### config.mk
export PLATFORM = sky130hd
export DESIGN_NAME = mult_ctrl_flat
export DESIGN_NICKNAME = d
export VERILOG_FILES = /design/src/rtl/mult_ctrl_if.sv /design/src/rtl/mult_ctrl.sv /design/src/flat_wrapper.sv
export SDC_FILE = /design/constraint.sdc
export NUM_CORES = 1
export LEC_CHECK = 0
export CAP_MARGIN = 20
export CORE_MARGIN = 5
export CORE_UTILIZATION = 25
export DETAILED_ROUTE_END_ITERATION = 6
export GPL_TIMING_DRIVEN = 1
export HOLD_SLACK_MARGIN = 0.08
export PLACE_DENSITY_LB_ADDON = 0.25
export SLEW_MARGIN = 15
export SYNTH_ARGS = -nofsm -noshare
export SYNTH_HDL_FRONTEND = slang
export SYNTH_SLANG_ARGS = --single-unit
### constraint.sdc
create_clock -name clk -period 1.8 [get_ports clk]
set_input_delay 0.18 -clock clk [delete_from_list [all_inputs] [get_ports clk]]
set_output_delay 0.18 -clock clk [all_outputs]
set_load 0.02 [all_outputs]
### src/rtl/mult_ctrl_if.sv
// Bundle of request, MTHI/MTLO write, architectural result and external multiplier
// signals around mult_ctrl; slave = controller side, master = environment side.
interface mult_ctrl_if;
  logic        req_valid;
  logic        req_ready;
  logic        req_signed;
  logic [31:0] req_a;
  logic [31:0] req_b;
  logic        wr_hi;
  logic        wr_lo;
  logic [31:0] wr_data;
  logic [31:0] hi;
  logic [31:0] lo;
  logic        busy;
  logic        done;
  logic        mul_start;
  logic [31:0] mul_a;
  logic [31:0] mul_b;
  logic [31:0] mul_hi;
  logic [31:0] mul_lo;
  logic        mul_ready;

  modport slave (
    input  req_valid, req_signed, req_a, req_b, wr_hi, wr_lo, wr_data,
           mul_hi, mul_lo, mul_ready,
    output req_ready, hi, lo, busy, done, mul_start, mul_a, mul_b
  );

  modport master (
    output req_valid, req_signed, req_a, req_b, wr_hi, wr_lo, wr_data,
           mul_hi, mul_lo, mul_ready,
    input  req_ready, hi, lo, busy, done, mul_start, mul_a, mul_b
  );
endinterface

### src/rtl/mult_ctrl.sv
// MULT/MULTU sequencer in front of an unsigned iterative multiplier, owning HI/LO.
// Define MULT_CTRL_SIGNED_EN to enable sign-magnitude handling of MULT requests.
module mult_ctrl (
  input  logic        clk,
  input  logic        rst_n,
  mult_ctrl_if.slave  bus
);

  typedef enum logic [1:0] {IDLE, START, WAIT} state_e;

  state_e      state_q;
  logic [31:0] hi_q, lo_q;
  logic [31:0] mul_a_q, mul_b_q;
  logic        done_q, mul_start_q;
  logic        first_q;
  logic [31:0] a_d, b_d;
  logic [63:0] prod, res_d;

  assign prod = {bus.mul_hi, bus.mul_lo};

`ifdef MULT_CTRL_SIGNED_EN
  logic neg_q, neg_d;

  // Magnitude of 0x80000000 wraps to itself, which is the right unsigned value.
  always_comb begin
    neg_d = bus.req_signed & (bus.req_a[31] ^ bus.req_b[31]);
    a_d   = (bus.req_signed & bus.req_a[31]) ? (~bus.req_a + 32'd1) : bus.req_a;
    b_d   = (bus.req_signed & bus.req_b[31]) ? (~bus.req_b + 32'd1) : bus.req_b;
    res_d = neg_q ? (~prod + 64'd1) : prod;
  end
`else
  logic unused_req_signed;

  assign unused_req_signed = bus.req_signed;

  always_comb begin
    a_d   = bus.req_a;
    b_d   = bus.req_b;
    res_d = prod;
  end
`endif

  always_ff @(posedge clk or negedge rst_n) begin
    if (!rst_n) begin
      state_q     <= IDLE;
      hi_q        <= '0;
      lo_q        <= '0;
      mul_a_q     <= '0;
      mul_b_q     <= '0;
      done_q      <= 1'b0;
      mul_start_q <= 1'b0;
      first_q     <= 1'b0;
`ifdef MULT_CTRL_SIGNED_EN
      neg_q       <= 1'b0;
`endif
    end else begin
      done_q      <= 1'b0;
      mul_start_q <= 1'b0;
      case (state_q)
        IDLE: begin
          if (bus.wr_hi) hi_q <= bus.wr_data;
          if (bus.wr_lo) lo_q <= bus.wr_data;
          if (bus.req_valid) begin
            mul_a_q     <= a_d;
            mul_b_q     <= b_d;
`ifdef MULT_CTRL_SIGNED_EN
            neg_q       <= neg_d;
`endif
            mul_start_q <= 1'b1;
            state_q     <= START;
          end
        end
        START: begin
          first_q <= 1'b1;
          state_q <= WAIT;
        end
        WAIT: begin
          // mul_ready may still be high from the previous product on the first cycle.
          first_q <= 1'b0;
          if (!first_q && bus.mul_ready) begin
            {hi_q, lo_q} <= res_d;
            done_q       <= 1'b1;
            state_q      <= IDLE;
          end
        end
        default: state_q <= IDLE;
      endcase
    end
  end

  assign bus.req_ready = (state_q == IDLE);
  assign bus.busy      = (state_q != IDLE);
  assign bus.hi        = hi_q;
  assign bus.lo        = lo_q;
  assign bus.done      = done_q;
  assign bus.mul_start = mul_start_q;
  assign bus.mul_a     = mul_a_q;
  assign bus.mul_b     = mul_b_q;

endmodule

### src/flat_wrapper.sv
// flat-port wrapper written by rule: the top's interface ports become plain ports
module mult_ctrl_flat 
  (clk, rst_n, bus_req_valid, bus_req_signed, bus_req_a, bus_req_b, bus_wr_hi, bus_wr_lo, bus_wr_data, bus_mul_hi, bus_mul_lo, bus_mul_ready, bus_req_ready, bus_hi, bus_lo, bus_busy, bus_done, bus_mul_start, bus_mul_a, bus_mul_b);
  mult_ctrl_if bus_i ();
  input  logic clk;
  input  logic rst_n;
  input wire logic [$bits(bus_i.req_valid)-1:0] bus_req_valid;
  input wire logic [$bits(bus_i.req_signed)-1:0] bus_req_signed;
  input wire logic [$bits(bus_i.req_a)-1:0] bus_req_a;
  input wire logic [$bits(bus_i.req_b)-1:0] bus_req_b;
  input wire logic [$bits(bus_i.wr_hi)-1:0] bus_wr_hi;
  input wire logic [$bits(bus_i.wr_lo)-1:0] bus_wr_lo;
  input wire logic [$bits(bus_i.wr_data)-1:0] bus_wr_data;
  input wire logic [$bits(bus_i.mul_hi)-1:0] bus_mul_hi;
  input wire logic [$bits(bus_i.mul_lo)-1:0] bus_mul_lo;
  input wire logic [$bits(bus_i.mul_ready)-1:0] bus_mul_ready;
  output wire logic [$bits(bus_i.req_ready)-1:0] bus_req_ready;
  output wire logic [$bits(bus_i.hi)-1:0] bus_hi;
  output wire logic [$bits(bus_i.lo)-1:0] bus_lo;
  output wire logic [$bits(bus_i.busy)-1:0] bus_busy;
  output wire logic [$bits(bus_i.done)-1:0] bus_done;
  output wire logic [$bits(bus_i.mul_start)-1:0] bus_mul_start;
  output wire logic [$bits(bus_i.mul_a)-1:0] bus_mul_a;
  output wire logic [$bits(bus_i.mul_b)-1:0] bus_mul_b;
  assign bus_i.req_valid = bus_req_valid;
  assign bus_i.req_signed = bus_req_signed;
  assign bus_i.req_a = bus_req_a;
  assign bus_i.req_b = bus_req_b;
  assign bus_i.wr_hi = bus_wr_hi;
  assign bus_i.wr_lo = bus_wr_lo;
  assign bus_i.wr_data = bus_wr_data;
  assign bus_i.mul_hi = bus_mul_hi;
  assign bus_i.mul_lo = bus_mul_lo;
  assign bus_i.mul_ready = bus_mul_ready;
  assign bus_req_ready = bus_i.req_ready;
  assign bus_hi = bus_i.hi;
  assign bus_lo = bus_i.lo;
  assign bus_busy = bus_i.busy;
  assign bus_done = bus_i.done;
  assign bus_mul_start = bus_i.mul_start;
  assign bus_mul_a = bus_i.mul_a;
  assign bus_mul_b = bus_i.mul_b;
  mult_ctrl u_core (.clk(clk), .rst_n(rst_n), .bus(bus_i));
endmodule
# After elaboration in Yosys (flattened, before gate mapping)
# Index checks and enable logic that the tools add are counted.
dict set report op_classes {
  n_mux 14
  n_eq_ne 6
  reduce_logical 10
}
# cell n
set op_table {}
lappend op_table {{32-bit 2-to-1 mux} 4}
lappend op_table {{32-bit case mux with 2 select lines} 2}
lappend op_table {{2-bit inequality test (second input constant)} 3}
lappend op_table {{2-bit case mux with 3 select lines} 1}
lappend op_table {{3-bit AND reduction} 2}
lappend op_table {{2-bit nonzero test} 3}
lappend op_table {{1-bit 2-to-1 mux} 4}
lappend op_table {{2-bit 2-to-1 mux} 2}
lappend op_table {{2-bit AND reduction} 2}
lappend op_table {{2-bit by 1-bit == test with 1-bit output (second input constant)} 1}
lappend op_table {{2-bit == test (second input constant)} 1}
lappend op_table {{2-bit logical NOT} 1}
lappend op_table {{2-bit by 1-bit inequality test with 1-bit output (second input constant)} 1}
lappend op_table {{1-bit case mux with 2 select lines} 1}
lappend op_table {{1-bit logical AND} 1}
lappend op_table {{1-bit logical NOT} 1}
dict set report totals {
  register_bits 133
  output_inout_bits 132
}

# Longest topological paths before layout
dict set report logic_depth {
  word_depth 4
  mapped_depth 7
  mapped_depth_nobuf 5
}

# Worst setup path after synthesis
# Ideal clock, no wire load.
dict set report synth_path {
  path_kind {reg-to-reg}
  startpoint {register u_core.state_q[0]}
  endpoint {register u_core.hi_q[0] (netlist: u_core.bus.hi[0])}
  synth_period_minus_slack_ps 1643
  path_slack_ps 157
  stages_incl_launch_ff 7
  arrival_ps 1564
  n_path_buf 1
  setup_ps 79
  required_ps 1721
  cell_sequence {dfrtp_1 > inv_1 > ha_1 > mux2i_1 > a21oi_4 > buf_8 > mux2i_1}
}
dict set report synth_between {
  elab_chain_cells 3
  word_cells_on_any_way 7
  cone_classes {eq/ne (3); mux (1); reduce/logical (3)}
}
# element line
set synth_rtl {}
lappend synth_rtl {{start: declaration} mult_ctrl.sv:11} ;# state_e state_q;
lappend synth_rtl {{start signal: assignment} mult_ctrl.sv:45} ;# state_q <= IDLE;
lappend synth_rtl {{start signal: assignment} mult_ctrl.sv:70} ;# state_q <= START;
lappend synth_rtl {{start signal: assignment} mult_ctrl.sv:75} ;# state_q <= WAIT;
lappend synth_rtl {{2-bit logical NOT *} n/a}
lappend synth_rtl {{net bus_req_ready} flat_wrapper.sv:17} ;# output wire logic [$bits(bus_i.req_ready)-1:0] bus_req_ready;
lappend synth_rtl {{2-bit inequality test (no source line) / 2-bit nonzero test (equally long branches)} n/a}
lappend synth_rtl {{3-bit AND reduction (no source line)} n/a}
lappend synth_rtl {{end signal: assignment} mult_ctrl.sv:61} ;# if (bus.wr_hi) hi_q <= bus.wr_data;
lappend synth_rtl {{end signal: assignment} mult_ctrl.sv:81} ;# {hi_q, lo_q} <= res_d;
lappend synth_rtl {{end: declaration} mult_ctrl.sv:12} ;# logic [31:0] hi_q, lo_q;
# Mark *: on every way through the listed nets, which the timed path passes. The rest lies on a longest branch.
# A chain may end at the register's enable or synchronous reset.

# Final worst setup path
dict set report layout_path {
  startpoint {register u_core.state_q[0]}
  endpoint {output bus_req_ready}
}
dict set report layout_between {
  elab_chain_cells 1
}
# element line
set layout_rtl {}
lappend layout_rtl {{2-bit logical NOT} mult_ctrl.sv:91} ;# assign bus.req_ready = (state_q == IDLE);
lappend layout_rtl {{end: declaration} flat_wrapper.sv:17}
# No other way between the ends.

==> results.txt <==
FMAX = 593 MHz
CTS max path bufs = 2
maximum VDD drop = 0.000716 V
DRT iter0 DRCs = 128
top post-synthesis cells by area = dfrtp_1 (57%), mux2_2 (13%), mux2i_1 (11%)
Hold Violations, Final = 0
Synth Area in Adders = 0.00858
final setup violation count = 0
post-synthesis xor/xnor area fraction = 0
Slew Limit Fails = 0
fin cells = 1,100
Slowest-stage cell, CP = dfrtp_1
Worst-Skew Late Latency = 410 ps
delay of the slowest critical-path stage = 390 ps
register bit total from synthesis = 133
CP Max Fanout = 4
Critical Path Sink Type = output pin
GRT Overall Usage = 0.134
Area growth syn-to-layout = 69.1%
CTS tree = yes
Final Cycle Share = 0.937
Yosys Warn Count = 0
Pwr Density = 1900 mW/mm^2
Pre-antenna DRT Iters = 3
outcome = finished, final reports clean
ys async rst share = 1.00
WP data required = 1620 ps
Port-buffer cells = 297
final setup margin = 114 ps
Antenna Cells = 0
Simple-Gate Fraction of Synth Area = 0.0375
maxcap violations = 0
CP top delay family = buffers and inverters
first-pass GRT wire length = 27,400 microns
Die Footprint = 0.0265 sq mm
core box area = 0.0228 sq mm
Clk pin slew, worst setup/hold paths = 70 ps
relative slew slack = 0.718
final WL = 17,900 microns
Post-synth top flop = dfrtp_1
share of cells above drive strength 1 = 0.156
net count after synthesis = 636
Cell Chain, Critical Path = inv_1, ha_2, clkdlybuf4s15_2
DRC = 0
gp weighted congestion = 0.746
Post-synth EDFFs = 0
Crit Path Class = flop to output pin
most numerous cell in the Yosys netlist = dfrtp_1
CP arrival = 1510 ps
H-tree Lvls = 4
die width = 163 microns
largest family of logic cells by synthesized area = multiplexers
synthesized area = 0.00583 sq mm
startpoint types = flop
vias in the first global route = 4,803
sequential-to-total area share from yosys stat = 0.571
Yosys top cell area share = 0.571
starting density of the core = 0.256
initial antenna violation count = 1
mux cell area share after synthesis = 0.242
Vias = 4,454
I/O pin count = 299
largest net degree at the start of global routing = 50
Sink Count = 133
setup_tns = 0 ps
worst min-delay path class = input pin to async pin
most frequent cells after synthesis = dfrtp_1 (133), inv_1 (69), mux2i_1 (67)
Syn Area/Cell = 12.5 sq um
antenna-violating nets left = 0
Max Clock Skew = 7.01 ps
synth unique cells = 17
clock root cell = clkbuf_16
leak pwr = 4.27 nW
Die H = 163 microns
RSZ-0062 raised after global routing = false
post-DP HPWL = 13,500 microns
Syn Inst Count = 465
Final nets = 946
worst slew pin tran = 422 ps
vias per cell = 4.05
placed cell count = 1,068
post-synthesis compound-gate area fraction = 0.0620
row cnt = 55
Synth area leader = dfrtp_1
pre-CTS setup slack = 91.6 ps
GR Overflow Total = 0
Final min period = 1690 ps
Bufs and invs on worst path = 2
Num CTS Buffers = 17
routed len/inst = 16.2 microns
==> per-stage QoR <==
step	util	instance area (sq um)	hold WS, ps	total power, W
after floorplan	-	5830	-116	0.0107
after global placement	0.406	9250	151	0.0152
after detailed placement	0.406	9250	139	0.0153
after CTS	0.433	9860	254	0.0191
after global routing	0.433	9860	294	0.0199
final	0.433	9860	263	0.0187
==> final timing paths <==
path	start	slack [ps]	to	depth (start not counted)
worst max-delay path	u_core.state_q[0]	110	bus_req_ready	3
worst min-delay path	rst_n	260	u_core.bus.mul_a[23]	2
worst max register to register	u_core.state_q[0]	140	u_core.bus.lo[30]	6
worst min register to register	u_core.bus.mul_b[15]	500	u_core.bus.mul_b[15]	1
max in group asynchronous	rst_n	960	u_core.bus.hi[29]	3
min in group clk	bus_req_b[18]	380	u_core.bus.mul_b[18]	2
==> sequential cells by signal, indices dropped and copies added, names as in the netlist <==
register,cells
u_core.bus.hi,32
u_core.state_q,2
u_core.bus.mul_start,1
u_core.bus.lo,32
u_core.first_q,1
u_core.bus.mul_a,32
u_core.bus.done,1
u_core.bus.mul_b,32
==> where the power goes <==
| part | total, W | internal, W | switching, W |
|---|---|---|---|
| registers | 0.00528 | 0.00455 | 0.000729 |
| clock network | 0.00362 | 0.00219 | 0.00142 |
| logic | 0.00980 | 0.00496 | 0.00484 |
==> timing repair <==
item	CTS	global route
buffers inserted	0	0
endpoints found under the setup margin	2	31
hold buffers	1	0
endpoints found under the hold margin	69	0
gates resized for setup	4	3
==> placed cells by master, fill, tap and decap left out <==
| master | netlist | routed |
|---|---|---|
| clkdlybuf4s50_1 | 0 | 294 |
| dfrtp_1 | 133 | 133 |
| inv_1 | 69 | 69 |
| mux2i_1 | 67 | 67 |
| mux2_2 | 66 | 66 |
| a21oi_1 | 64 | 64 |
| nor2b_1 | 32 | 32 |
| clkbuf_16 | 0 | 17 |
| buf_12 | 0 | 9 |
| buf_4 | 6 | 8 |
| clkinv_2 | 0 | 3 |
| inv_6 | 0 | 3 |
| bufinv_16 | 0 | 3 |
| clkinv_4 | 0 | 3 |
| a21oi_4 | 2 | 2 |
| ha_1 | 4 | 2 |
| nand2_2 | 0 | 1 |
| and3_1 | 1 | 1 |
| nand2b_2 | 1 | 1 |
| a2bb2oi_1 | 1 | 1 |
| ha_2 | 0 | 1 |
| ha_4 | 0 | 1 |
| inv_8 | 0 | 1 |
| clkinvlp_4 | 0 | 1 |
| dlygate4sd3_1 | 0 | 1 |
| buf_6 | 1 | 1 |
| clkbuf_2 | 0 | 1 |
| clkdlybuf4s15_2 | 0 | 1 |
==> cells by family after synthesis <==
group / Yosys count
AND/OR/NAND/NOR: 35
flip-flops: 133
adder cells (fa/ha/maj): 4
multiplexers: 133
buffers and inverters: 93
AO/OA/AOI/OAI: 67
==> layer usage <==
| metal | track usage | vias up | share of wire |
|---|---|---|---|
| li1 | - | 2164 | - |
| met1 | 0.161 | 2134 | 0.41 |
| met2 | 0.226 | 141 | 0.50 |
| met3 | 0.0448 | 13 | 0.071 |
| met4 | 0.0423 | 2 | 0.016 |
| met5 | 0 | - | 0.00073 |
==> layout make-up <==
cell class,count,area (sq um)
Clock inverter,14,176
Fill cell,2179,12900
Inverter,69,259
Sequential cell,133,3330
Clock buffer,17,425
Multi-Input combinational cell,239,2060
Tap cell,313,392
Timing Repair Buffer,315,3220
Note: power is estimated with default switching activity, not from simulation.
